## config.mk

```make
export PLATFORM = sky130hd
export DESIGN_NAME = divisor8_ctrl_flat
export DESIGN_NICKNAME = d
export VERILOG_FILES = /design/src/rtl/divisor8_ctrl_if.sv /design/src/rtl/divisor8_ctrl.sv /design/src/flat_wrapper.sv
export SDC_FILE = /design/constraint.sdc
export NUM_CORES = 1
export LEC_CHECK = 0
export CAP_MARGIN = 10
export CORE_UTILIZATION = 44
export DETAILED_ROUTE_END_ITERATION = 10
export HOLD_SLACK_MARGIN = 0.15
export PLACE_DENSITY = 0.72
export SETUP_SLACK_MARGIN = 0.02
export SYNTH_ARGS = -nofsm -noshare
export SYNTH_HDL_FRONTEND = slang
export SYNTH_SLANG_ARGS = --single-unit
```

## constraint.sdc

```tcl
create_clock -name clk -period 5.41 [get_ports clk]
set_clock_uncertainty 0.2 [all_clocks]
set_input_delay 1.623 -clock clk [delete_from_list [all_inputs] [get_ports clk]]
set_output_delay 1.623 -clock clk [all_outputs]
set_load 0.05 [all_outputs]
```

## src/rtl/divisor8_ctrl_if.sv

```systemverilog
// divisor8_ctrl_if -- request/result bundle for the 8-bit divider.
//   start    : request a division (sampled only while the divider is idle)
//   A, B     : unsigned dividend / divisor, captured on the accepting edge
//   Q, R     : registered quotient / remainder of the last completed division
//   busy     : high while iterations are running
//   done     : one-cycle completion pulse
//   div_zero : divide-by-zero flag, registered with Q and R
// master modport: requester side; slave modport: divider side.
interface divisor8_ctrl_if;
  logic       start;
  logic [7:0] A;
  logic [7:0] B;
  logic [7:0] Q;
  logic [7:0] R;
  logic       busy;
  logic       done;
  logic       div_zero;

  modport master (
    output start, A, B,
    input  Q, R, busy, done, div_zero
  );

  modport slave (
    input  start, A, B,
    output Q, R, busy, done, div_zero
  );
endinterface

```

## src/rtl/divisor8_ctrl.sv

```systemverilog
// divisor8_ctrl -- 8-bit unsigned restoring divider, one quotient bit per cycle,
// using a single shared subtractor for every iteration.
// Ports:
//   clk : rising-edge clock
//   rst : asynchronous active-high reset
//   bus : divisor8_ctrl_if.slave (start/A/B in, Q/R/busy/done/div_zero out)
// Build option: define DIVISOR8_DIVZERO_EN to finish a B=0 request straight away
// (Q=8'hFF, R=A, div_zero=1). Without it B=0 runs the normal eight iterations,
// which already yield Q=8'hFF, R=A, and div_zero stays 0.

module subtrator8 (
  input  logic [7:0] A,
  input  logic [7:0] B,
  output logic [8:0] S   // S[8]=1 means borrow (A < B)
);
  assign S = {1'b0, A} - {1'b0, B};
endmodule

module divisor8_ctrl (
  input  logic             clk,
  input  logic             rst,
  divisor8_ctrl_if.slave   bus
);
  typedef enum logic [1:0] {
    IDLE = 2'b00,
    CALC = 2'b01,
    DONE = 2'b10
  } state_t;

  state_t     state_q, state_d;
  logic [7:0] qs_q, qs_d;     // dividend shifting out / quotient shifting in
  logic [7:0] pr_q, pr_d;     // partial remainder
  logic [7:0] d_q, d_d;       // divisor
  logic [2:0] cnt_q, cnt_d;
  logic [7:0] q_q, q_d;
  logic [7:0] r_q, r_d;

  logic [7:0] t;
  logic [8:0] s;
  logic       success;

  assign t = {pr_q[6:0], qs_q[7]};

  subtrator8 u_sub (
    .A (t),
    .B (d_q),
    .S (s)
  );

  // pr[7] set means the true 9-bit trial value exceeds d, so the subtraction
  // must succeed; the wrapped 8-bit difference is still exact since it is < d.
  assign success = pr_q[7] | ~s[8];

`ifdef DIVISOR8_DIVZERO_EN
  logic dz_q, dz_d;
`endif

  always_comb begin
    state_d = state_q;
    qs_d    = qs_q;
    pr_d    = pr_q;
    d_d     = d_q;
    cnt_d   = cnt_q;
    q_d     = q_q;
    r_d     = r_q;
`ifdef DIVISOR8_DIVZERO_EN
    dz_d    = dz_q;
`endif
    case (state_q)
      IDLE: begin
        if (bus.start) begin
          qs_d    = bus.A;
          d_d     = bus.B;
          pr_d    = '0;
          cnt_d   = '0;
          state_d = CALC;
`ifdef DIVISOR8_DIVZERO_EN
          if (bus.B == '0) begin
            q_d     = '1;
            r_d     = bus.A;
            dz_d    = 1'b1;
            state_d = DONE;
          end
`endif
        end
      end
      CALC: begin
        cnt_d = cnt_q + 3'd1;
        qs_d  = {qs_q[6:0], success};
        pr_d  = success ? s[7:0] : t;
        if (cnt_q == 3'd7) begin
          q_d     = qs_d;
          r_d     = pr_d;
`ifdef DIVISOR8_DIVZERO_EN
          dz_d    = 1'b0;
`endif
          state_d = DONE;
        end
      end
      DONE:    state_d = IDLE;
      default: state_d = IDLE;
    endcase
  end

  always_ff @(posedge clk or posedge rst) begin
    if (rst) begin
      state_q <= IDLE;
      qs_q    <= '0;
      pr_q    <= '0;
      d_q     <= '0;
      cnt_q   <= '0;
      q_q     <= '0;
      r_q     <= '0;
`ifdef DIVISOR8_DIVZERO_EN
      dz_q    <= 1'b0;
`endif
    end else begin
      state_q <= state_d;
      qs_q    <= qs_d;
      pr_q    <= pr_d;
      d_q     <= d_d;
      cnt_q   <= cnt_d;
      q_q     <= q_d;
      r_q     <= r_d;
`ifdef DIVISOR8_DIVZERO_EN
      dz_q    <= dz_d;
`endif
    end
  end

  assign bus.Q    = q_q;
  assign bus.R    = r_q;
  assign bus.busy = (state_q == CALC);
  assign bus.done = (state_q == DONE);
`ifdef DIVISOR8_DIVZERO_EN
  assign bus.div_zero = dz_q;
`else
  assign bus.div_zero = 1'b0;
`endif
endmodule
```

## src/flat_wrapper.sv

```systemverilog
// flat-port wrapper written by rule: the top's interface ports become plain ports
module divisor8_ctrl_flat 
  (clk, rst, bus_start, bus_A, bus_B, bus_Q, bus_R, bus_busy, bus_done, bus_div_zero);
  divisor8_ctrl_if bus_i ();
  input  logic clk;
  input  logic rst;
  input wire logic [$bits(bus_i.start)-1:0] bus_start;
  input wire logic [$bits(bus_i.A)-1:0] bus_A;
  input wire logic [$bits(bus_i.B)-1:0] bus_B;
  output wire logic [$bits(bus_i.Q)-1:0] bus_Q;
  output wire logic [$bits(bus_i.R)-1:0] bus_R;
  output wire logic [$bits(bus_i.busy)-1:0] bus_busy;
  output wire logic [$bits(bus_i.done)-1:0] bus_done;
  output wire logic [$bits(bus_i.div_zero)-1:0] bus_div_zero;
  assign bus_i.start = bus_start;
  assign bus_i.A = bus_A;
  assign bus_i.B = bus_B;
  assign bus_Q = bus_i.Q;
  assign bus_R = bus_i.R;
  assign bus_busy = bus_i.busy;
  assign bus_done = bus_i.done;
  assign bus_div_zero = bus_i.div_zero;
  divisor8_ctrl u_core (.clk(clk), .rst(rst), .bus(bus_i));
endmodule
```

## Word level (Yosys, flattened, before mapping)

Index checks and enable logic that the tools add are counted.

| storage, ports and cells | value |
|---|---|
| bits in registers | 45 |
| output and inout port bits | 19 |
| bits of input ports | 19 |
| word-level logic and storage cells | 32 |

| operators by class | value |
|---|---|
| reductions and logical operators | 6 |
| equal/unequal tests | 5 |
| muxes and demuxes | 10 |
| bitwise gates (word level) | 2 |
| add/sub/neg operators | 2 |

Operators by type and width:

| cell | count |
|---|---|
| $pmux 8 s2 | 2 |
| $mux 8 | 3 |
| $sub 8x8->9 | 1 |
| $reduce_and 2->1 | 4 |
| $pmux 3 s2 | 1 |
| $mux 2 | 2 |
| $pmux 2 s2 | 1 |
| $add 3x1->3 const B | 1 |
| $eq 3x3->1 const B | 1 |
| $mux 3 | 1 |
| $eq 2x1->1 const B | 1 |
| $eq 2x2->1 const B | 1 |
| $logic_not 2->1 | 1 |
| $ne 2x1->1 const B | 1 |
| $ne 2x2->1 const B | 1 |
| $reduce_bool 2->1 | 1 |
| $not 1->1 | 1 |
| $or 1x1->1 | 1 |

## Logic depth before layout (Yosys ltp)

| logic depth | value |
|---|---|
| depth in word-level cells | 5 |
| depth in mapped cells | 10 |

## Modules after synthesis

From an unflattened synthesis, not the netlist that was laid out.

| unflattened totals | value |
|---|---|
| cell total of the unflattened synthesis | 217 |
| area, all modules | 2,367.3 µm² |

Modules (own cells, without submodules):

| module | cells an instance | times used | area an instance (µm²) | sequential area each (µm²) |
|---|---|---|---|---|
| divisor8_ctrl | 169 | 1 | 2,013.2 | 1,126.1 |
| subtrator8 | 48 | 1 | 354.1 | 0.0 |

## Worst setup path after synthesis

No wires, ideal clock.

| timing path | value |
|---|---|
| path kind | reg2out |
| from | register u_core.state_q[1] |
| to | output port bus_busy |
| arrival time | 1.322 ns |
| path buffers | 2 |
| required time | 3.587 ns |
| cell stages (with the launch flop) | 5 |
| setup slack | 2.265 ns |
| path through | dfrtp_1 nand2b_1 clkbuf_1 inv_1 clkbuf_1 |

| on the way | value |
|---|---|
| word-level cells in the longest chain between the ends | 1 |

Ends and longest elaborated chain:

| item | line | source |
|---|---|---|
| start, declared | divisor8_ctrl.sv:30 | `state_t state_q, state_d;` |
| start signal, assigned | divisor8_ctrl.sv:118 | `state_q <= state_d;` |
| $eq 2x1->1 | divisor8_ctrl.sv:133 | `assign bus.busy = (state_q == CALC);` |
| end, declared | flat_wrapper.sv:12 | `output wire logic [$bits(bus_i.busy)-1:0] bus_busy;` |

No other way between the ends.

## Final worst setup path

Same ends and word-level chain as after synthesis.

==> run_results.csv <==
group,metric,value,unit
status,status,"completed",
place,place_ws,1.66,ns
global_routing,first_global_vias,1612,
sta,post-route-period-util,75.4,%
global_routing,grt_max_degree,46,
critical_path,arrival,2.26,ns
clock_tree,clock_latency,0.30,ns
sta,slew_headroom,43.3,%
floorplanning,start_util,47.2,%
floorplanning,die-area,5500,sq um
global_routing,grt_usage,19.0,%
synthesis,yosysTopAreaCell,"dfrtp_1",
synthesis,yosys-top-cells-area,"dfrtp_1 (49%), nand2_1 (10%), ha_1 (5.5%), o21ai_0 (5.2%), a31oi_1 (2.7%)",
synthesis,syn_area,2290,sq um
clock_tree,ctsRootBufferMaster,"clkbuf_8",
sta,rsz0062_at_grt,"false",
synthesis,ys_async_sr_fraction,100,%
synthesis,syn_inst,255,
floorplanning,boundaryPins,38,
critical_path,worstPathRequired,3.59,ns
place,portBuffers,36,
clock_tree,clkSinkCount,45,
synthesis,synth-edff-count,0,
synthesis,synth.distinct_cells,40,
detailed_routing,drc,0,
synthesis,ys_ff_latch,45,
layout,final-seq-area,1130,sq um
sta,finalHoldViolations,0,
critical_path,crit_fanout,33,
global_routing,antenna_found_initial,0,
synthesis,yosys_warnings,0,
layout,nNetsFinal,314,
floorplanning,num_rows,25,
detailed_routing,vias_per_cell,5.14,
layout,fill_cells,433,
worst_hold_path,min_path_type,"reg2reg",
clock_tree,cts_buffers,5,
clock_tree,clockBufferDepth,2,
sta,slew_viol_final,0,
clock_tree,cts_resized,0,
floorplanning,floorplan.die.width,74.1,um
clock_tree,cts_tree,"built",
detailed_routing,dr.pass1.iters,4,
sta,setup_viol,0,
sta,fmax,0.245,GHz
layout,syn2layout_area_growth,21.0,%
floorplanning,fp.dieH,74.1,um
sta,setup_ws,1.33,ns
synthesis,seq_area_frac_synth,49.2,%
detailed_routing,vias,1811,
detailed_routing,drt_iter0_drc,150,
layout,multi_input_area,1030,sq um
critical_path,critPathLaunchType,"flop",
clock_tree,cts_hold_buf,0,
place,gp_congestion,0.781,
place,dp_hpwl,3220,um
clock_tree,h-tree-depth,2,
critical_path,timing_worst_setup_path_type,"reg2out",
global_routing,grt_pass1_wl,7690,um
synthesis,synth_top_area_share,49.2,%
synthesis,synth_area_per_cell,8.98,sq um
layout,layout-drive-gt1-share,5.26,%
floorplanning,coreArea,4850,sq um
critical_path,endpoint_kind,"primary output",
detailed_routing,ant_nets,0,
sta,tightest_slew,0.851,ns
sta,tns,0,ns
synthesis,synthesis.nets,285,
detailed_routing,wl,4700,um
global_routing,grt_overflow_total,0,
layout,n_antenna_cell,0,
job,max_cap_viol_count,0,
clock_tree,cts.clk_slew.worst_paths,0.08,ns
clock_tree,cts_setup_buffers,0,
synthesis,synthFlopType,"dfrtp_1",
detailed_routing,post_drt_wl_per_cell,13.4,um
sta,period_minus_slack,4.08,ns
-- through the flow --
step | utilization [%] | hold slack [ns] | cell area, sq um | std cells
final | 57.1 | 0.281 | 2770 | 352
after global routing | 57.1 | 0.303 | 2770 | 352
after CTS | 57.1 | 0.287 | 2770 | 352
after detailed placement | 55.0 | 0.262 | 2670 | 344
after global placement | 55.0 | 0.264 | 2670 | 344
after floorplan | - | 0.252 | 2290 | 255
-- cell usage in the layout, fill, tap and decap left out, drive strengths merged, types with 2 or more instances in the layout --
master and n:
nand2 62, dfrtp 45, clkdlybuf4s50 36, o21ai 26, nor2 13, inv 12, a21oi 11, a31oi 10
ha 10, nand3 8, clkbuf 7, and2 5, mux2i 4, nand2b 3, o31ai 3, nor3 2
o21a 2, nor2b 2, and3 2, xnor2 2, buf 2, clkinv 2
-- flip-flops by register name, indices dropped and copies added (netlist names) --
| name | cells |
|---|---|
| u_core.bus.R | 8 |
| u_core.pr_q | 8 |
| u_core.bus.Q | 8 |
| u_core.qs_q | 8 |
| u_core.cnt_q | 3 |
| u_core.state_q | 2 |
| u_core.d_q | 8 |
-- cell usage after synthesis (2+ instances only) --
cell	instances
nor2_1	13
nand2_1	62
dfrtp_1	45
nor2b_1	2
o21ai_2	2
xnor2_1	2
nand3_1	8
ha_1	10
nor3_1	2
o31ai_1	3
clkbuf_1	12
o21ai_0	24
and3_1	2
mux2i_1	4
inv_1	13
and2_1	4
buf_6	2
a31oi_1	10
a21oi_1	11
nand2b_1	3
o21a_1	2
-- critical path, cell delays in order, from the launching register on --
cell	delay [ns]
dfrtp_1	0.39
nand2b_1	0.14
buf_4	0.22
inv_1	0.32
clkdlybuf4s50_1	0.88
-- routing by layer --
| layer | up-vias | global-route usage [%] | part of all wire, % |
|---|---|---|---|
| met5 | - | 0 | 0 |
| met1 | 848 | 28.6 | 50 |
| met4 | 0 | 7.05 | 1.6 |
| li1 | 920 | - | - |
| met3 | 7 | 5.15 | 4.8 |
| met2 | 36 | 25.9 | 44 |
-- final cells by class --
type | instances | share of cell area (%)
Timing Repair Buffer | 38 | 13.6
Tap cell | 67 | 3.03
Sequential cell | 45 | 40.7
Inverter | 13 | 1.76
Clock buffer | 7 | 3.48
Clock inverter | 1 | 0.181
Multi-Input combinational cell | 181 | 37.4
-- worst paths after layout --
check / depth (start not counted) / start / endpoint / slack [ns]
max: 4 / u_core.state_q[1]$_DFFE_PP0P_ / bus_busy / 1.33
min: 2 / u_core.bus.Q[3]$_DFFE_PP0P_ / u_core.bus.Q[3]$_DFFE_PP0P_ / 0.28
max reg2reg: 7 / u_core.state_q[0]$_DFFE_PP0P_ / u_core.bus.R[6]$_DFFE_PP0P_ / 2.60
min reg2reg: 2 / u_core.bus.Q[3]$_DFFE_PP0P_ / u_core.bus.Q[3]$_DFFE_PP0P_ / 0.28
max in group asynchronous: 3 / rst / u_core.pr_q[2]$_DFFE_PP0P_ / 3.06
min in group asynchronous: 3 / rst / u_core.bus.Q[3]$_DFFE_PP0P_ / 1.56
-- cells by family (layout without fill, tap and decap cells) --
group / Yosys count / after routing / synth area share [%]
multiplexers: 5 / 5 / 2.40
AO/OA/AOI/OAI: 63 / 63 / 17.0
other: 1 / 1 / 0.164
flip-flops: 45 / 45 / 49.2
XOR/XNOR: 3 / 3 / 1.15
adder cells (fa/ha/maj): 11 / 11 / 6.34
buffers and inverters: 29 / 59 / 5.63
AND/OR/NAND/NOR: 98 / 98 / 18.1
Power is not shown: default switching activity piles up to over one toggle a cycle in this logic, so the estimate is an artifact.
